## src/rtl/motor_ramp.sv

```systemverilog
// Slew-rate limiter feeding motor_cntrl: walks lft/rht toward latched targets by STEP per prescaler tick.
// Optional zero-hold on direction reversal is built when MOTOR_RAMP_BRAKE_EN is defined.

module motor_ramp_lane #(
  parameter int STEP = 8
) (
  input  logic signed [10:0] cur,
  input  logic signed [10:0] goal,
  output logic signed [10:0] nxt
);
  localparam logic signed [11:0] STEP_S = 12'(STEP);

  logic signed [11:0] diff;

  // 12-bit sign-extended difference cannot overflow for any pair of 11-bit values
  always_comb begin
    diff = {goal[10], goal} - {cur[10], cur};
    nxt  = goal;
    if (diff > STEP_S)
      nxt = cur + 11'(STEP);
    else if (diff < -STEP_S)
      nxt = cur - 11'(STEP);
  end
endmodule

module motor_ramp #(
  parameter int STEP         = 8,
  parameter int RAMP_DIV     = 1024,
  parameter int BRAKE_CYCLES = 256
) (
  input  logic               clk,
  input  logic               rst,
  input  logic signed [10:0] lft_tgt,
  input  logic signed [10:0] rht_tgt,
  input  logic               tgt_vld,
  output logic signed [10:0] lft,
  output logic signed [10:0] rht,
  output logic               ramping,
  output logic               at_tgt
);
  localparam int NUM_LANES = 2;
  localparam int PW        = $clog2(RAMP_DIV);

  typedef logic [NUM_LANES-1:0][10:0] lane_vec_t;

  typedef enum logic [1:0] {
    IDLE,
    RAMP
`ifdef MOTOR_RAMP_BRAKE_EN
    , BRAKE
`endif
  } state_t;

  if (RAMP_DIV < 2 || STEP < 1 || STEP > 1023 || BRAKE_CYCLES < 1) begin : g_param_chk
    $error("motor_ramp: illegal parameter value");
  end

  state_t        state;
  lane_vec_t     out_q, tgt_q, tgt_in, goal, nxt;
  logic [PW-1:0] pre;
  logic          tick;
  logic [1:0]    done_pipe;

  // -1024 has no positive mirror, so keep magnitudes symmetric
  function automatic logic [10:0] clamp(input logic [10:0] v);
    return (v == 11'h400) ? 11'h401 : v;
  endfunction

  assign tgt_in = {clamp(rht_tgt), clamp(lft_tgt)};
  assign tick   = (pre == PW'(RAMP_DIV - 1));
  assign lft    = out_q[0];
  assign rht    = out_q[1];
  assign at_tgt = done_pipe[1];

`ifdef MOTOR_RAMP_BRAKE_EN
  localparam int BW = (BRAKE_CYCLES > 1) ? $clog2(BRAKE_CYCLES) : 1;

  logic [BW-1:0]        bcnt;
  logic [NUM_LANES-1:0] rev, rev_live;
  logic                 brk_go;

  // brake once every reversing channel lands on zero this tick
  assign brk_go = (|rev) && !(|rev_live);
`endif

  for (genvar i = 0; i < NUM_LANES; i++) begin : g_lane
`ifdef MOTOR_RAMP_BRAKE_EN
    assign rev[i]      = (out_q[i] != '0) && (tgt_q[i] != '0) && (out_q[i][10] != tgt_q[i][10]);
    assign goal[i]     = rev[i] ? '0 : tgt_q[i];
    assign rev_live[i] = rev[i] && (nxt[i] != '0);
`else
    assign goal[i] = tgt_q[i];
`endif
    motor_ramp_lane #(.STEP(STEP)) u_lane (
      .cur  (out_q[i]),
      .goal (goal[i]),
      .nxt  (nxt[i])
    );
  end

  always_ff @(posedge clk) begin
    if (rst) begin
      state     <= IDLE;
      out_q     <= '0;
      tgt_q     <= '0;
      pre       <= '0;
      done_pipe <= '0;
      ramping   <= 1'b0;
`ifdef MOTOR_RAMP_BRAKE_EN
      bcnt      <= '0;
`endif
    end else begin
      done_pipe <= {done_pipe[0], 1'b0};
      ramping   <= (state != IDLE);
      if (tgt_vld) begin
        // new targets win over a coinciding tick; prescaler restarts
        tgt_q <= tgt_in;
        pre   <= '0;
        if (state == IDLE && tgt_in != out_q)
          state <= RAMP;
      end else if (state == RAMP) begin
        if (tick) begin
          pre   <= '0;
          out_q <= nxt;
          if (nxt == tgt_q) begin
            state        <= IDLE;
            done_pipe[0] <= 1'b1;
          end
`ifdef MOTOR_RAMP_BRAKE_EN
          else if (brk_go) begin
            state <= BRAKE;
            bcnt  <= '0;
          end
`endif
        end else begin
          pre <= pre + 1'b1;
        end
      end
`ifdef MOTOR_RAMP_BRAKE_EN
      if (state == BRAKE) begin
        if (bcnt == BW'(BRAKE_CYCLES - 1)) begin
          state <= RAMP;
          pre   <= '0;
        end else begin
          bcnt <= bcnt + 1'b1;
        end
      end
`endif
    end
  end
endmodule
```

## config.mk

```make
export PLATFORM = sky130hd
export DESIGN_NAME = motor_ramp
export DESIGN_NICKNAME = d
export VERILOG_FILES = /design/src/rtl/motor_ramp.sv
export SDC_FILE = /design/constraint.sdc
export NUM_CORES = 1
export LEC_CHECK = 0
export CORE_MARGIN = 2
export CORE_UTILIZATION = 59
export DETAILED_ROUTE_END_ITERATION = 16
export PLACE_DENSITY = 0.82
export SLEW_MARGIN = 20
export SYNTH_ARGS = -nofsm -noshare
export SYNTH_HDL_FRONTEND = slang
export SYNTH_SLANG_ARGS = --single-unit
```

## constraint.sdc

```tcl
create_clock -name clk -period 5.2 [get_ports clk]
set_input_delay 1.04 -clock clk [delete_from_list [all_inputs] [get_ports clk]]
set_output_delay 1.04 -clock clk [all_outputs]
set_load 0.02 [all_outputs]
```

==> impl_metrics.env, run 1 <==
export IMPL_antennaDiodeCount=0
export IMPL_maxCapViolCount=0
export IMPL_crit_path_end_kind="register"
export IMPL_wl_um=14500
export IMPL_synth_avg_cell_area_sq_um=7.82
export IMPL_fp_dieH_um=96.9
export IMPL_clock_sinks=58
export IMPL_cts_tree="built"
export IMPL_clock_latency_ns=0.34
export IMPL_nets=739
export IMPL_crit_fanout=10
export IMPL_ir_drop_v=0.000159
export IMPL_vias=5102
export IMPL_yosysUniqueCellTypes=76
export IMPL_critical_path_buf_inv_count=1
export IMPL_timing_slew_headroom=0.451
export IMPL_grt_overflow=0
export IMPL_grt_max_degree=50
export IMPL_finalHoldViolations=0
export IMPL_cts_max_path_buffers=2
export IMPL_p_per_area_nw_per_um2=234
export IMPL_power_leakage_uw=0.00220
export IMPL_min_to="done_pipe[1]"
export IMPL_pin_count=49
export IMPL_synth_edf_count=0
export IMPL_multiInputGateArea_sq_um=3700
export IMPL_cts_max_level=3
export IMPL_path_class="reg2reg"
export IMPL_min_period_ns=4.30
export IMPL_dieArea_sq_um=9400
export IMPL_port_buffers=48
export IMPL_cp_arrival_ns=4.53
export IMPL_yosysWarnings=0
export IMPL_final_cell_mix="74 x nor2_1, 58 x dfxtp_1, 48 x clkdlybuf4s50_1"
export IMPL_grt_pass1_wl_um=24300
export IMPL_die_x_um=96.9
export IMPL_hold_path_depth=1
export IMPL_hold_path_class="reg2reg"
export IMPL_grt_use_total=0.308
export IMPL_cp_start_kind="register"
export IMPL_syn_to_final_growth_pct=15.1
export IMPL_path_delay_family="simple AND/OR/NAND/NOR gates"
export IMPL_tightest_slew_ns=0.813
export IMPL_initial_core_util=0.614
export IMPL_rsz0062_at_grt="no"
export IMPL_viasPerCell=6.42
export IMPL_firstDrtPassIters=5
export IMPL_cts_resized=0
export IMPL_cp_slowest_cell="dfxtp_1"
export IMPL_netlist_instances=652
export IMPL_ys_ff_latch=58
export IMPL_required_ns=5.42
export IMPL_wire_per_inst_um=18.3
export IMPL_grt_busiest_layer="met2"
export IMPL_drc=0
export IMPL_rrSetupSlack_ns=0.90
export IMPL_hold_buffers=0
export IMPL_rr_worst_depth=12
export IMPL_initialDrtViolationCount=339
export IMPL_hpwl_um=11100
export IMPL_final_antenna_net_count=0
export IMPL_cp_cell_sequence="inv_1 > ha_1 > a21oi_1 > o21bai_1 > or4b_1 > nand3_1 > nand4_1 > o21a_1 > a22oi_2 > mux2_4 > or4_4 > o31a_1"
export IMPL_core_area_sq_um=8300
export IMPL_clk_pin_slew_ns=0.09
export IMPL_cts_made_buffers=9
export IMPL_fmax_ghz=0.232
export IMPL_startpoint="lft[3]"
export IMPL_slowest_delay_ns=0.59
export IMPL_fillers=698
export IMPL_synthesis_area_sq_um=5100
export IMPL_r2r_end="state[0]"
export IMPL_rows=33
export IMPL_stdcell_count=795
export IMPL_fin_crit_sh=0.827
export IMPL_gp_congestion=0.981
export IMPL_grt_antenna_before_repair=0
export IMPL_seq_area_sq_um=1160
export IMPL_synthesis_nets=706
export IMPL_tns_ns=0
export IMPL_min_from="done_pipe[0]"
export IMPL_dp_cells=779
export IMPL_r2r_start="lft[3]"
export IMPL_finalSetupViolCount=0
export IMPL_layout_commonest_cell="nor2_1"
export IMPL_met2_usage=0.513
export IMPL_ys_flop_type="dfxtp_1"
export IMPL_yosysSeqAreaShare=0.228
export IMPL_grtUsageMet3=0.0549
export IMPL_use_met1=0.411
export IMPL_outcome="finished, final reports clean"
export IMPL_final_max_slew_viol_count=0
export IMPL_grt_pass1_vias=4922
export IMPL_skew_ns=0.0144
export IMPL_drive_above_1_share=0.0623
export IMPL_synthArstFlopShare=0
export IMPL_cts_setup_buffers=0
export IMPL_root_buffer="clkbuf_8"
flip-flops by register name, summed over array words and instances (netlist names):
name / count
goal: 22
lft: 11
rht: 11
pre: 10
done_pipe: 2
ramping: 1
state: 1
logic make-up (layout without fill, tap and decap cells):
| kind of cell | after synthesis | count (layout) | synth area share |
|---|---|---|---|
| fa+ha+maj | 29 | 29 | 0.0741 |
| buf+inv | 61 | 99 | 0.0466 |
| compound gates | 163 | 163 | 0.225 |
| mux | 37 | 37 | 0.0741 |
| flops | 58 | 58 | 0.228 |
| simple gates | 235 | 235 | 0.233 |
| xor+xnor | 69 | 69 | 0.119 |
layer usage:
layer	up-vias	routed length, um
met1	2401	6280
met3	32	1090
met2	221	6860
met4	0	318
li1	2448	-
met5	-	0
cell type report:
class / instances / area share
multi-input combinational: 533 / 0.630
clock inverter: 7 / 0.0213
timing repair buffer: 52 / 0.0870
clock buffer: 9 / 0.0211
inverter: 31 / 0.0198
sequential: 58 / 0.198
tap: 105 / 0.0224
synth_stat cells, types with 9 or more instances:
master / count / area share
nor2_1: 74 / 0.055
clkbuf_1: 27 / 0.020
ha_1: 27 / 0.066
inv_1: 30 / 0.022
nor3_1: 21 / 0.021
xor2_1: 22 / 0.038
o211ai_1: 9 / 0.013
nand3_1: 20 / 0.020
a21oi_1: 38 / 0.037
dfxtp_1: 58 / 0.23
mux2i_1: 34 / 0.067
xnor2_1: 47 / 0.081
nand2_1: 37 / 0.027
a211oi_1: 18 / 0.027
nand4_1: 14 / 0.017
o21ai_0: 16 / 0.016
worst reg2reg max path: stages, from the launching register on:
cell and delay [ns]:
dfxtp_1 0.59, inv_1 0.19, ha_1 0.40, a21oi_1 0.25, o21bai_1 0.21, or4b_1 0.55
nand3_1 0.13, nand4_1 0.17, o21a_1 0.31, a22oi_2 0.26, mux2_4 0.33, or4_4 0.53
o31a_1 0.28
worst max path at each step:
stage               slack (ns)        to  cells after the start
global route              0.61  state[0]                     12
global placement          1.02  state[0]                     12
detailed placement        0.96  state[0]                     12
CTS                       0.94  state[0]                     12
finish                    0.90  state[0]                     12
floorplan                 1.12  state[0]                     14
report_power, final:
part / internal (uW) / switching, uW / leakage, uW
logic: 152 / 210 / 0.00160
clock network: 324 / 212 / 0.000124
registers: 456 / 20.2 / 0.000472
stage by stage:
step,hold slack [ns],utilization,total power [uW],area (sq um),setup WS (ns)
final,0.469,0.707,1370,5870,0.897
after global routing,0.474,0.707,1430,5870,0.615
after CTS,0.463,0.707,1370,5870,0.944
after detailed placement,0.453,0.677,838,5620,0.964
after global placement,0.445,0.677,830,5620,1.02
after floorplan,0.414,-,746,5100,1.12
Note: power is estimated with default switching activity, not from simulation.
==> inputs of run 2 (changes only) <==
Settings changed: CORE_UTILIZATION 59 to 53, PLACE_DENSITY 0.82 to 0.78.
Clock period 5.2 ns to 3.9 ns, I/O delays scaled along.
==> impl_metrics.env, run 2 (same netlist as run 1, synthesis figures left out) <==
export IMPL_rows=35
export IMPL_finalHoldViolations=0
export IMPL_clock_latency_ns=0.33
export IMPL_fillers=776
export IMPL_hpwl_um=11700
export IMPL_die_x_um=102
export IMPL_wl_um=15600
export IMPL_final_area_sq_um=6310
export IMPL_grt_max_degree=35
export IMPL_crit_fanout=5
export IMPL_final_antenna_net_count=0
export IMPL_drc=0
export IMPL_place_ws_ns=-0.0467
export IMPL_power_leakage_uw=0.00241
export IMPL_fin_crit_sh=0.990
export IMPL_firstDrtPassIters=5
export IMPL_gp_congestion=1.01
export IMPL_antennaDiodeCount=0
export IMPL_fmax_ghz=0.259
export IMPL_initialDrtViolationCount=359
export IMPL_outcome="finished, final reports clean"
export IMPL_viasPerCell=6.13
export IMPL_timing_slew_headroom=0.401
export IMPL_cts_max_level=3
export IMPL_wire_per_inst_um=18.1
export IMPL_fp_dieH_um=102
export IMPL_cp_arrival_ns=4.08
export IMPL_grt_busiest_layer="met2"
export IMPL_cp_start_kind="register"
export IMPL_place_area_sq_um=5940
export IMPL_met2_usage=0.491
export IMPL_initial_core_util=0.549
export IMPL_dieArea_sq_um=10400
export IMPL_clock_sinks=58
export IMPL_clk_pin_slew_ns=0.08
export IMPL_hold_path_class="reg2reg"
export IMPL_port_buffers=48
export IMPL_multiInputGateArea_sq_um=3800
export IMPL_grt_antenna_before_repair=0
export IMPL_drive_above_1_share=0.147
export IMPL_grt_pass1_vias=4922
export IMPL_grtUsageMet3=0.0424
export IMPL_cts_max_path_buffers=2
export IMPL_layout_commonest_cell="nor2_1"
export IMPL_cts_tree="built"
export IMPL_root_buffer="clkbuf_8"
export IMPL_hold_buffers=0
export IMPL_syn_to_final_growth_pct=23.9
export IMPL_ir_drop_v=0.000234
export IMPL_skew_ns=0.0114
export IMPL_grt_pass1_wl_um=24900
export IMPL_crit_path_end_kind="register"
export IMPL_core_area_sq_um=9280
export IMPL_rrSetupSlack_ns=0.04
export IMPL_maxCapViolCount=0
export IMPL_required_ns=4.12
export IMPL_final_max_slew_viol_count=0
export IMPL_seq_area_sq_um=1170
export IMPL_vias=5292
export IMPL_cts_made_buffers=9
export IMPL_use_met1=0.404
export IMPL_final_cell_mix="73 x nor2_1, 54 x dfxtp_1, 48 x clkdlybuf4s50_1, 48 x buf_4, 47 x xnor2_1"
export IMPL_largest_reg_flops=22
export IMPL_pin_count=49
export IMPL_p_per_area_nw_per_um2=292
export IMPL_rsz0062_at_grt="yes"
export IMPL_tightest_slew_ns=0.886
export IMPL_timing_final_ws_setup_ns=0.0378
export IMPL_min_period_ns=3.86
export IMPL_grt_overflow=0
export IMPL_whs_ns=0.457
export IMPL_finalSetupViolCount=0
export IMPL_grt_use_total=0.300
export IMPL_path_class="reg2reg"
export IMPL_nets=783
run 2: cell type report:
cell class                 instances  share of cell area
sequential                        58               0.185
clock inverter                     7              0.0160
clock buffer                       9              0.0196
multi-input combinational        533               0.603
tap                              129              0.0256
timing repair buffer              96               0.133
inverter                          31              0.0184
run 2: timing repair:
item / in CTS / in global routing
resized for setup: 3 / 22
endpoints found under the setup margin: 2 / 2
buffers inserted: 0 / 6
pin swaps: 1 / 19
run 2: final timing paths:
path | from | end | cells after the start
min reg2reg | done_pipe[0] | done_pipe[1] | 1
min | done_pipe[0] | done_pipe[1] | 1
max reg2reg | goal[0] | state[0] | 14
max | goal[0] | state[0] | 14
run 2: power by group:
part           internal [uW]  switching, uW  total (uW)
clock network            365            274         639
logic                    255            320         575
registers                608           24.1         632
run 2: per-stage QoR:
step	utilization	total power (uW)	cells	setup TNS, ns
2_1_floorplan	-	995	652	0
3_3_place_gp	0.639	1150	841	0
3_5_place_dp	0.639	1160	841	-0.0502
4_1_cts	0.666	1810	857	0
5_1_grt	0.680	1930	863	-0.164
6_report	0.680	1850	863	0
run 2: worst max-delay path: stages, from the launching register on:
cell and delay (ns):
dfxtp_2 0.32, inv_2 0.07, ha_4 0.14, inv_2 0.04
fa_2 0.40, a21o_1 0.20, a221o_1 0.40, a31oi_1 0.24
o22ai_2 0.11, or2_4 0.26, o21a_1 0.21, a22oi_2 0.23
mux2_4 0.32, or4_4 0.52, o31a_1 0.30
run 2: layer usage:
metal | routed length [um] | part of all wire | vias up
met2 | 7290 | 0.47 | 230
li1 | - | - | 2538
met3 | 1020 | 0.065 | 39
met5 | 0 | 0 | -
met4 | 431 | 0.028 | 0
met1 | 6850 | 0.44 | 2485
==> inputs of run 3 (changes only) <==
Settings changed: SKIP_CTS_REPAIR_TIMING set to 1.
==> impl_metrics.env, run 3 (same netlist as run 1, synthesis figures left out) <==
export IMPL_grt_pass1_wl_um=24800
export IMPL_cp_common_cell="inv_2"
export IMPL_path_depth=14
export IMPL_viasPerCell=6.12
export IMPL_crit_fanout=5
export IMPL_p_sw_frac=0.335
export IMPL_cts_max_path_buffers=2
export IMPL_multiInputGateArea_sq_um=3790
export IMPL_wire_per_inst_um=18.0
export IMPL_combPwrFrac=0.308
export IMPL_rr_worst_depth=14
export IMPL_outcome="finished, final reports clean"
export IMPL_die_x_um=102
export IMPL_power_leakage_uw=0.00241
export IMPL_final_cell_mix="73 x nor2_1, 54 x dfxtp_1, 48 x clkdlybuf4s50_1"
export IMPL_critical_path_buf_inv_count=2
export IMPL_grt_antenna_before_repair=0
export IMPL_path_delay_family="compound AO/OA/AOI/OAI gates"
export IMPL_hold_path_class="reg2reg"
export IMPL_vias=5273
export IMPL_hpwl_um=11700
export IMPL_use_met1=0.404
export IMPL_startpoint="goal[0]"
export IMPL_cp_arrival_ns=4.10
export IMPL_tightest_slew_ns=0.860
export IMPL_rsz0062_at_grt="yes"
export IMPL_grtUsageMet3=0.0424
export IMPL_dieArea_sq_um=10400
export IMPL_timing_slew_headroom=0.419
export IMPL_wl_um=15500
export IMPL_stdcell_count=861
export IMPL_root_buffer="clkbuf_8"
export IMPL_nets=781
export IMPL_crit_path_end_kind="register"
export IMPL_timing_final_ws_setup_ns=0.0253
export IMPL_r2r_start="goal[0]"
export IMPL_switching_power_uw=616
export IMPL_cts_tree="built"
export IMPL_grt_max_degree=35
export IMPL_fin_util=0.677
export IMPL_cp_endpoint="state[0]"
export IMPL_clock_latency_ns=0.34
export IMPL_tns_ns=0
export IMPL_initialDrtViolationCount=339
export IMPL_syn_to_final_growth_pct=23.4
export IMPL_finalHoldViolations=0
export IMPL_grt_overflow=0
export IMPL_drc=0
export IMPL_initial_core_util=0.549
export IMPL_rows=35
export IMPL_hold_path_depth=1
export IMPL_seq_area_sq_um=1170
export IMPL_drive_above_1_share=0.141
export IMPL_antennaDiodeCount=0
export IMPL_p_clk_frac=0.349
export IMPL_cts_made_buffers=9
export IMPL_r2r_end="state[0]"
export IMPL_required_ns=4.12
export IMPL_maxCapViolCount=0
export IMPL_min_period_ns=3.87
export IMPL_layout_commonest_cell="nor2_1"
export IMPL_cp_slowest_cell="or4_4"
export IMPL_met2_usage=0.488
export IMPL_path_class="reg2reg"
export IMPL_slowest_delay_ns=0.52
export IMPL_grt_pass1_vias=4912
export IMPL_finalSetupViolCount=0
export IMPL_intPower_uw=1220
export IMPL_clock_sinks=58
export IMPL_p_per_area_nw_per_um2=293
export IMPL_cts_max_level=3
export IMPL_rrSetupSlack_ns=0.03
export IMPL_fmax_ghz=0.258
export IMPL_clk_pin_slew_ns=0.08
export IMPL_core_area_sq_um=9280
export IMPL_gp_congestion=1.01
export IMPL_fin_crit_sh=0.994
export IMPL_pin_count=49
export IMPL_fp_dieH_um=102
export IMPL_port_buffers=48
export IMPL_cp_cell_sequence="inv_2 > ha_4 > inv_2 > fa_2 > a21o_1 > a221o_1 > a31oi_1 > o22ai_2 > or2_4 > o21a_1 > a22oi_2 > mux2_4 > or4_4 > o31a_1"
export IMPL_cp_start_kind="register"
export IMPL_ir_drop_v=0.000234
export IMPL_power_frac_seq=0.343
export IMPL_largest_reg_flops=22
export IMPL_grt_busiest_layer="met2"
export IMPL_grt_use_total=0.299
export IMPL_firstDrtPassIters=5
export IMPL_final_antenna_net_count=0
export IMPL_place_ws_ns=-0.0467
export IMPL_skew_ns=0.0112
export IMPL_dp_cells=841
export IMPL_final_max_slew_viol_count=0
export IMPL_fillers=778
run 3: routing by layer:
metal | vias to the layer above | routed length (um)
met5 | - | 0
met4 | 0 | 433
met3 | 35 | 1000
met2 | 211 | 7320
met1 | 2497 | 6770
li1 | 2530 | -
run 3: power groups by stage:
stage          sequential, uW  clock [uW]  combinational [uW]
2_1_floorplan             636           0                 359
3_3_place_gp              643           0                 508
3_5_place_dp              644           0                 519
4_1_cts                   631         649                 522
5_1_grt                   633         678                 609
6_report                  631         641                 567
run 3: how the worst min path moves through the flow:
stage                       from      endpoint
detailed placement  done_pipe[0]  done_pipe[1]
global placement    done_pipe[0]  done_pipe[1]
finish              done_pipe[0]  done_pipe[1]
floorplan           done_pipe[0]  done_pipe[1]
CTS                 done_pipe[0]  done_pipe[1]
global route        done_pipe[0]  done_pipe[1]
run 3: cell type report:
class	instances	area share
Timing Repair Buffer	94	0.131
Clock buffer	9	0.0197
Tap cell	129	0.0257
Multi-Input combinational cell	533	0.603
Inverter	31	0.0185
Sequential cell	58	0.185
Clock inverter	7	0.0161
run 3: stage by stage:
stage,power (uW),area (sq um),hold WS (ns)
after floorplan,995,5100,0.414
final,1840,6290,0.457
after global placement,1150,5940,0.455
after global routing,1920,6290,0.469
after detailed placement,1160,5940,0.457
after CTS,1800,6160,0.453
